## src/rtl/dmem_responder.sv

```systemverilog
// -----------------------------------------------------------------------------
// dmem_responder
//
// Responder side of the CPU data-memory interface. It accepts one load or store
// at a time from the EX-stage initiator and models a multi-cycle, word-addressed
// memory. Each access is answered with a one-cycle ack that carries either the
// read data or an error flag. While an access is in flight, stall_o holds the
// requester's pipeline registers.
//
// Parameters
//   DEPTH_WORDS : number of 32-bit words stored (power of two, >= 4)
//   LATENCY     : BUSY cycles between accept and ack (1..15)
//
// Ports
//   clk_i   in   1   clock, rising edge
//   rst_n   in   1   asynchronous active-low reset
//   req_i   in   1   access request, held by the requester until ack_o
//   we_i    in   1   1 = store, 0 = load (sampled with req_i)
//   addr_i  in   32  byte address (sampled with req_i)
//   wdata_i in   32  store data (sampled with req_i)
//   rdata_o out  32  load data, valid while ack_o = 1
//   ack_o   out  1   one-cycle completion pulse
//   err_o   out  1   misaligned or out-of-range access, valid while ack_o = 1
//   stall_o out  1   requester must hold its pipeline while high
// -----------------------------------------------------------------------------
module dmem_responder #(
  parameter int DEPTH_WORDS = 128,
  parameter int LATENCY     = 2
) (
  input  logic        clk_i,
  input  logic        rst_n,
  input  logic        req_i,
  input  logic        we_i,
  input  logic [31:0] addr_i,
  input  logic [31:0] wdata_i,
  output logic [31:0] rdata_o,
  output logic        ack_o,
  output logic        err_o,
  output logic        stall_o
);

  localparam int AW = $clog2(DEPTH_WORDS);

  typedef enum logic [1:0] {
    ST_IDLE = 2'd0,
    ST_BUSY = 2'd1,
    ST_DONE = 2'd2
  } state_t;

  state_t      state_r;
  state_t      state_nxt_s;
  logic [3:0]  cnt_r;
  logic [3:0]  cnt_nxt_s;
  logic        accept_s;
  logic        finish_s;
  logic        stall_s;

  logic        we_r;
  logic [31:0] addr_r;
  logic [31:0] wdata_r;

  logic        acc_err_s;
  logic [AW-1:0] idx_s;

  // Storage is deliberately left out of reset so that contents survive it.
  logic [31:0] mem_r [DEPTH_WORDS];

  // An access is illegal when it is not word aligned or its word index falls
  // beyond the array. Out-of-range words must not alias onto low words.
  function automatic logic addr_is_bad(input logic [31:0] a);
    logic bad;
    bad = 1'b0;
    if (a[1:0] != 2'b00) begin
      bad = 1'b1;
    end else if (a[31:2] >= 30'(DEPTH_WORDS)) begin
      bad = 1'b1;
    end else begin
      bad = 1'b0;
    end
    return bad;
  endfunction

  assign acc_err_s = addr_is_bad(addr_r);
  assign idx_s     = addr_r[AW+1:2];
  assign stall_o   = stall_s;

  // Next-state, counter and control strobes for the access sequencer.
  always_comb begin
    state_nxt_s = state_r;
    cnt_nxt_s   = cnt_r;
    accept_s    = 1'b0;
    finish_s    = 1'b0;
    stall_s     = 1'b0;
    case (state_r)
      ST_IDLE: begin
        if (req_i) begin
          state_nxt_s = ST_BUSY;
          cnt_nxt_s   = 4'(LATENCY - 1);
          accept_s    = 1'b1;
          stall_s     = 1'b1;
        end else begin
          state_nxt_s = ST_IDLE;
        end
      end
      ST_BUSY: begin
        stall_s = 1'b1;
        if (cnt_r != 4'd0) begin
          cnt_nxt_s = cnt_r - 4'd1;
        end else begin
          state_nxt_s = ST_DONE;
          finish_s    = 1'b1;
        end
      end
      // Exactly one cycle; a req_i still high here belongs to the access
      // that is completing, so it is not treated as a new request.
      ST_DONE: begin
        state_nxt_s = ST_IDLE;
      end
      default: begin
        state_nxt_s = ST_IDLE;
        cnt_nxt_s   = 4'd0;
      end
    endcase
  end

  // State and latency counter registers.
  always_ff @(posedge clk_i or negedge rst_n) begin
    if (!rst_n) begin
      state_r <= ST_IDLE;
      cnt_r   <= 4'd0;
    end else begin
      state_r <= state_nxt_s;
      cnt_r   <= cnt_nxt_s;
    end
  end

  // Capture the request on accept. Later changes on the inputs are ignored.
  always_ff @(posedge clk_i or negedge rst_n) begin
    if (!rst_n) begin
      we_r    <= 1'b0;
      addr_r  <= 32'd0;
      wdata_r <= 32'd0;
    end else if (accept_s) begin
      we_r    <= we_i;
      addr_r  <= addr_i;
      wdata_r <= wdata_i;
    end
  end

  // Array write on completion of a legal store. Reset forces the sequencer to
  // IDLE, so finish_s cannot fire and an in-flight store is dropped.
  always_ff @(posedge clk_i) begin
    if (finish_s && we_r && !acc_err_s) begin
      mem_r[idx_s] <= wdata_r;
    end
  end

  // Registered response. It is driven on the BUSY->DONE edge and cleared on
  // the edge that leaves DONE.
  always_ff @(posedge clk_i or negedge rst_n) begin
    if (!rst_n) begin
      ack_o   <= 1'b0;
      err_o   <= 1'b0;
      rdata_o <= 32'd0;
    end else if (finish_s) begin
      ack_o   <= 1'b1;
      err_o   <= acc_err_s;
      rdata_o <= (acc_err_s || we_r) ? 32'd0 : mem_r[idx_s];
    end else begin
      ack_o   <= 1'b0;
      err_o   <= 1'b0;
      rdata_o <= 32'd0;
    end
  end

endmodule

```

## config.mk

```make
export PLATFORM = sky130hd
export DESIGN_NAME = dmem_responder
export DESIGN_NICKNAME = d
export VERILOG_FILES = /design/src/rtl/dmem_responder.sv
export SDC_FILE = /design/constraint.sdc
export NUM_CORES = 2
export LEC_CHECK = 0
export CORE_MARGIN = 1.5
export CORE_UTILIZATION = 40
export CTS_CLUSTER_DIAMETER = 30
export DETAILED_ROUTE_END_ITERATION = 10
export PLACE_DENSITY = 0.64
export REMOVE_ABC_BUFFERS = 1
export SETUP_SLACK_MARGIN = 0.05
export SYNTH_ARGS = -nofsm -noshare
export SYNTH_HDL_FRONTEND = slang
export SYNTH_SLANG_ARGS = --single-unit
```

## constraint.sdc

```tcl
create_clock -name clk_i -period 3.6 [get_ports clk_i]
set_input_delay 0.72 -clock clk_i [delete_from_list [all_inputs] [get_ports clk_i]]
set_output_delay 0.72 -clock clk_i [all_outputs]
set_load 0.05 [all_outputs]
```

Word level (Yosys, flattened, before mapping)
Memories as Yosys holds them, arrays and structs flattened.
Cells that the tools add are included.
{"block": "classes", "n_addsub": 1, "order_cmp": 1, "n_eq_ne": 5, "n_mux": 19, "bitwise_logic": 1, "n_reduce_logical": 8}
{"op": "2-to-1 mux 32 bit", "n": 2}
{"op": "greater-or-equal comparator 30 x 8 -> 1 bit (second input constant)", "n": 1}
{"op": "case mux 4 bit (3 select lines)", "n": 1}
{"op": "2-to-1 mux 1 bit", "n": 11}
{"op": "2-to-1 mux 4 bit", "n": 2}
{"op": "!= test 2 bit (second input constant)", "n": 3}
{"op": "case mux 2 bit (2 select lines)", "n": 1}
{"op": "nonzero test 4 bit", "n": 1}
{"op": "subtractor 4 x 1 -> 4 bit (second input constant)", "n": 1}
{"op": "AND reduction 3 bit", "n": 1}
{"op": "== test 2 x 1 -> 1 bit (second input constant)", "n": 1}
{"op": "== test 2 bit (second input constant)", "n": 1}
{"op": "logical AND 1 bit", "n": 2}
{"op": "logical NOT 2 bit", "n": 1}
{"op": "2-to-1 mux 2 bit", "n": 1}
{"op": "case mux 1 bit (2 select lines)", "n": 1}
{"op": "nonzero test 2 bit", "n": 1}
{"op": "logical NOT 1 bit", "n": 1}
{"op": "logical OR 1 bit", "n": 1}
{"op": "inverter 1 bit", "n": 1}
{"block": "word_totals", "reg_bits": 105, "mem_bits_rw": 4096, "inputBits": 68, "out_inout_bits": 35, "memories": 1}
{"name": "mem_r", "depth": 128, "width": 32, "read_ports": 1, "rd_ports_with_merged_regs": 0, "write_ports": 1, "line_no": "66", "text": "logic [31:0] mem_r [DEPTH_WORDS];"}

Logic depth before layout (Yosys ltp)
{"block": "logic_depth", "word_depth": 7, "ltp_mapped": 13, "depth_no_buf": 9}

Worst setup path after synthesis
OpenSTA, ideal clock, no wires.
{"block": "synth_timing", "kind": "register -> register", "from": "reg cnt_r[0]", "to": "mem mem_r[62][0], enable pin", "setup_ps": 421, "t_arrival_ps": 3321, "required_time_ps": 3179, "slack_ps": -142, "stages_incl_launch_ff": 11, "path_buffers": 1, "period_less_slack_ps": 3742, "cell_sequence": "dfrtp_1 -> inv_1 -> ha_1 -> and4bb_2 -> nand2_1 -> nor3_1 -> nand2_1 -> nor2_1 -> nand3_1 -> clkbuf_1 -> nor2_1"}
{"block": "synth_between", "elab_chain_cells": 7}
{"item": "start, declared", "line_no": "52", "text": "logic [3:0] cnt_r;"}
{"item": "start signal, assigned", "line_no": "133", "text": "cnt_r <= cnt_nxt_s;"}
{"item": "nonzero test 4 bit", "line_no": "107", "text": "if (cnt_r != 4'd0) begin"}
{"item": "2-to-1 mux 1 bit", "line_no": "107"}
{"item": "2-to-1 mux 1 bit", "line_no": "94", "text": "case (state_r)"}
{"item": "logical AND 1 bit (2 in series)", "line_no": "153", "text": "if (finish_s && we_r && !acc_err_s) begin"}
{"item": "2-to-1 mux 1 bit", "line_no": "153"}
{"item": "2-to-1 mux 1 bit (implied by the code)", "line_no": "154", "text": "mem_r[idx_s] <= wdata_r;"}
{"item": "end, declared", "line_no": "66"}
Every way passes these cells.

Worst setup path after layout
{"block": "layout_timing", "from": "reg addr_r[3]", "to": "reg rdata_o[5]"}
{"block": "layout_between", "elab_chain_cells": 6, "word_cells_on_any_way": 7, "cone_classes": "order compare: 1; mux: 4; reduce/logical: 1; memory: 1"}
{"item": "start, declared", "line_no": "59", "text": "logic [31:0] addr_r;"}
{"item": "start signal, assigned", "line_no": "145", "text": "addr_r <= addr_i;"}
{"item": "greater-or-equal comparator 30 x 8 -> 1 bit", "line_no": "75", "text": "end else if (a[31:2] >= 30'(DEPTH_WORDS)) begin"}
{"item": "2-to-1 mux 1 bit", "line_no": "75"}
{"item": "2-to-1 mux 1 bit", "line_no": "73", "text": "if (a[1:0] != 2'b00) begin"}
{"item": "logical OR 1 bit", "line_no": "168", "text": "rdata_o <= (acc_err_s || we_r) ? 32'd0 : mem_r[idx_s];"}
{"item": "2-to-1 mux 32 bit *", "line_no": "168"}
{"item": "2-to-1 mux 32 bit *", "line_no": "165", "text": "end else if (finish_s) begin"}
{"item": "end signal, assigned", "line_no": "168"}
{"item": "end, declared", "line_no": "36", "text": "output logic [31:0] rdata_o,"}
Mark *: on every way between the ends. The rest lies on a longest branch, timed or not.
A chain may end at the register's enable or synchronous reset.

==> out/summary.md <==
The run finished, with violations left. The checks that failed: setup timing. For this run, the detailed router's first-pass iteration total came to 8. The final layout contains routed wiring with a total length of 524000 um. After technology mapping, the gate count stands at 8312. Sorting the synthesized cells by how often they occur yields 4096 x edfxtp_1, 561 x o22ai_1, 430 x o221ai_1.

The proportion of register bits with asynchronous set or reset after synthesis is 0.0250, and the standard-cell row count is 231. The first global-routing pass estimated 724000 um of wire. Clock latency at the later pin of the worst-skew pair: 1.06 ns. The starting utilization of the core area is 0.402. The part of the power in the clock network is 0.339.

For this run, design rule violations remaining after detail routing come to 0. The critical path buffer and inverter count is 2, and the reported net switching power is 64.5 mW. Internal power comes to 117 mW. The run gives 0.255 as the total routing usage reported by global routing. Pin placement for this block handled 103 I/O pins.

For the worst setup path, the data required time is 4.56 ns. The final hold violation count came out at 0. The die is 634 um wide. The area growth from synthesis to layout is 23.1%. Slew at the pin with the worst max-slew slack: 1.38 ns. The run gives 9384 as the net total in the final layout.

The mapped netlist covers 159000 um2. Yosys attributes the largest share of cell area to edfxtp_1 77%, mux4_2 4.7%, o221ai_1 2.4%. For the leftover overflow at the end of global routing, the log shows 0. In this run the deepest clock path goes through 4 buffers.

The number of max-capacitance violations reported was 0. The tools report the worst path setup slack after routing as -0.110 ns. The post-synthesis sequential area ratio came out at 0.789. IR analysis of the VDD net gives a maximum drop of 0.00154 V. The share of Yosys cell area claimed by the top area cell type is 0.772, and the synthesized area divided by synthesized cell count is 19.2 um2. Counting I/O delays and the setup requirement, the final critical path takes 3.71 ns.

The initial antenna violation count came out at 54. The number of nets with antenna violations after routing was 0. The analysis attributes to cell leakage a power of 62.6 nW. Walking the worst path, the cells encountered are buf_12 > nor2b_4 > buf_4 > nand2_1 > o22ai_1 > a211o_1 > a311oi_1 > and4_1. The clock transition at the register clock pins on the worst setup and hold paths after CTS was 0.06 ns. The tools report the worst slew slack as a fraction of its limit as 0.0830. In the detailed route, the total length drawn on met2 is 236000 um. The via count of the first global-routing pass was 92.5k. The clock tree synthesis step divided the H-tree into 6 levels. The die is 634 um tall. The layout cell share with drive strength beyond 1 works out to 0.268. Violation count after the first detailed-route iteration: 16.0k. The root buffer selected by CTS was clkbuf_16. The vias per cell works out to 6.27. The die covers 402000 um2.

In the final routed layout, each cell accounts on average for 34.7 um. The largest fanout on the critical path works out to 30. For this run, the leading register cell type out of synthesis is edfxtp_1.

The highest metal layer used by the detailed router is met5. At the worst endpoint, the arrival time is 4.67 ns. Setup repair after global routing could not meet its margin everywhere. Timing would allow up to 270 MHz. Detailed routing placed a total of 69500 um of wire on met3. The worst setup path is captured at a flop.

Entering global routing, the biggest net connects 130 pins. The final RePlAce weighted congestion is 0.952. The standard cell core area was 396000 um2. The number of buffers inserted by port buffering is 102. Power spread over the standard cell area amounts to 924 nW/um2. The sequential cell fraction of total power is 0.368, and the net switching share of the total power is 0.356. The delay contributed by the slowest stage of the critical path is 0.89 ns, and the setup clock skew after layout is 0.0560 ns.

The slowest cell on the critical path is a311oi_1. The clock drives 4201 sinks. In this run, synthesis produced a sequential element count of 4201.

The final critical-path share of the clock period is 1.03. Of all cell types, the one taking the most synthesized area is edfxtp_1. Overall power consumption after layout is estimated at 181 mW. The run gives 0.293 as the share of power burned in combinational logic.

TritonCTS built the clock tree. The half-perimeter wire length after placement was 317000 um. The tools report the synthesis warning total as 0. By instance count, the leading cell after synthesis is edfxtp_1. For the via count, the log shows 94.7k.

The min-delay analysis places its worst path in the category in2async. For this block, wires on met1 add up to 183000 um. The tools report the count of distinct cell types in the synthesized netlist as 86. The worst setup path is launched from a flop. Post-route setup TNS: -0.231 ns. Setup violations remaining at the end of the flow were counted as 4. On the critical path the largest part of the delay comes from compound AO/OA/AOI/OAI gates. The number of enable-type register cells in the synthesized netlist is 4096, and the total CTS buffers is 622. The path type of the worst setup path is reg2reg.

Number of slew-limit violations in the final report: 0.
## logic make-up (layout without fill, tap and decap cells)
kind of cell               count (synthesis)  count (layout)  synth area share
xor gates and xnor gates                   1               1         0.0000550
and+or+nand+nor                          659             659            0.0179
muxes                                    845             845            0.0851
DFF                                     4201            4201             0.789
adders and majority gates                  2               2          0.000157
AOI/OAI and AO/OA                       2015            2015            0.0865
other                                      0              21                 0
buffers and inverters                    589            2109            0.0217
## power groups by stage
stage	Clock (mW)	Sequential, mW	Combinational (mW)
after floorplan	0	67.6	11.1
after global placement	0	67.2	49.9
after detailed placement	0	67.5	50.6
after CTS	61.7	66.4	51.1
after global routing	63.8	66.6	53.7
final	61.4	66.7	53.1
## state kept, by name, summed over array words and instances (netlist names)
| register | flops |
|---|---|
| ack_o | 1 |
| addr_r | 32 |
| cnt_r | 4 |
| err_o | 1 |
| mem_r | 4096 |
| rdata_o | 32 |
| state_r | 2 |
| wdata_r | 32 |
| we_r | 1 |
## cell type report
cell class	count	area, um2
well taps	5242	6560
inverters	14	71.3
diodes	21	52.6
clock inverters	454	5300
clock buffers	688	16100
fillers	31200	200000
multi-input cells	3522	31500
repair buffers	953	10800
flip-flops and latches	4201	126000
## placed cells by master, fill, tap and decap left out, types with 101 or more instances in the layout
| master | n |
|---|---|
| edfxtp_1 | 4096 |
| clkbuf_16 | 631 |
| buf_4 | 574 |
| o22ai_1 | 559 |
| o221ai_1 | 430 |
| o21ai_0 | 416 |
| mux4_2 | 335 |
| mux2i_1 | 282 |
| buf_12 | 270 |
| a21oi_1 | 214 |
| mux2_2 | 187 |
| nor2_1 | 184 |
| nand2_1 | 155 |
| nor2_4 | 132 |
| a221oi_1 | 102 |
| clkdlybuf4s50_1 | 101 |
## repair_timing
| action | in CTS | in global routing |
|---|---|---|
| hold endpoints to repair | 30 | 0 |
| gates cloned | 0 | 1 |
| pin swaps | 0 | 4 |
| setup buffers | 8 | 12 |
| gates resized for setup | 18 | 11 |
| hold buffers | 1 | 0 |
| setup endpoints to repair | 2387 | 576 |
## per-stage QoR
step | hold slack, ns | setup WS (ns) | area, um2 | instances | utilization
after floorplan | 0.424 | -31.80 | 156000 | 7737 | -
after global placement | 0.492 | -0.807 | 174000 | 13900 | 0.440
after detailed placement | 0.497 | -0.708 | 174000 | 13900 | 0.440
after CTS | 0.143 | 0.0174 | 196000 | 15100 | 0.494
after global routing | 0.215 | 0.0356 | 196000 | 15100 | 0.495
final | 0.194 | -0.110 | 196000 | 15100 | 0.495
## final timing paths
path | startpoint | to | slack (ns) | cells past startpoint
worst max-delay path | addr_r[3]$_DFFE_PN0P_ | rdata_o[5]$_DFF_PN0_ | -0.11 | 8
worst min-delay path | rst_n | wdata_r[30]$_DFFE_PN0P_ | 0.19 | 2
worst max register to register | addr_r[3]$_DFFE_PN0P_ | rdata_o[5]$_DFF_PN0_ | -0.11 | 8
worst min register to register | addr_r[17]$_DFFE_PN0P_ | addr_r[17]$_DFFE_PN0P_ | 0.50 | 1
max in group asynchronous | rst_n | addr_r[4]$_DFFE_PN0P_ | 2.44 | 3
min in group clk_i | addr_i[6] | addr_r[6]$_DFFE_PN0P_ | 0.26 | 3
## routing by layer
layer	vias to the layer above	GRT usage
li1	37400	-
met1	48600	0.326
met2	7277	0.390
met3	1415	0.0748
met4	26	0.145
met5	-	0.00507
## worst reg2reg max path: cells and delay by family, from the launching register on
kind / cells / cell delay, ns
AND/OR/NAND/NOR: 3 / 0.99
AO/OA/AOI/OAI: 3 / 1.47
flip-flops: 1 / 0.63
buffers and inverters: 2 / 0.54
No activity file was read; power rests on OpenSTA's default activity.
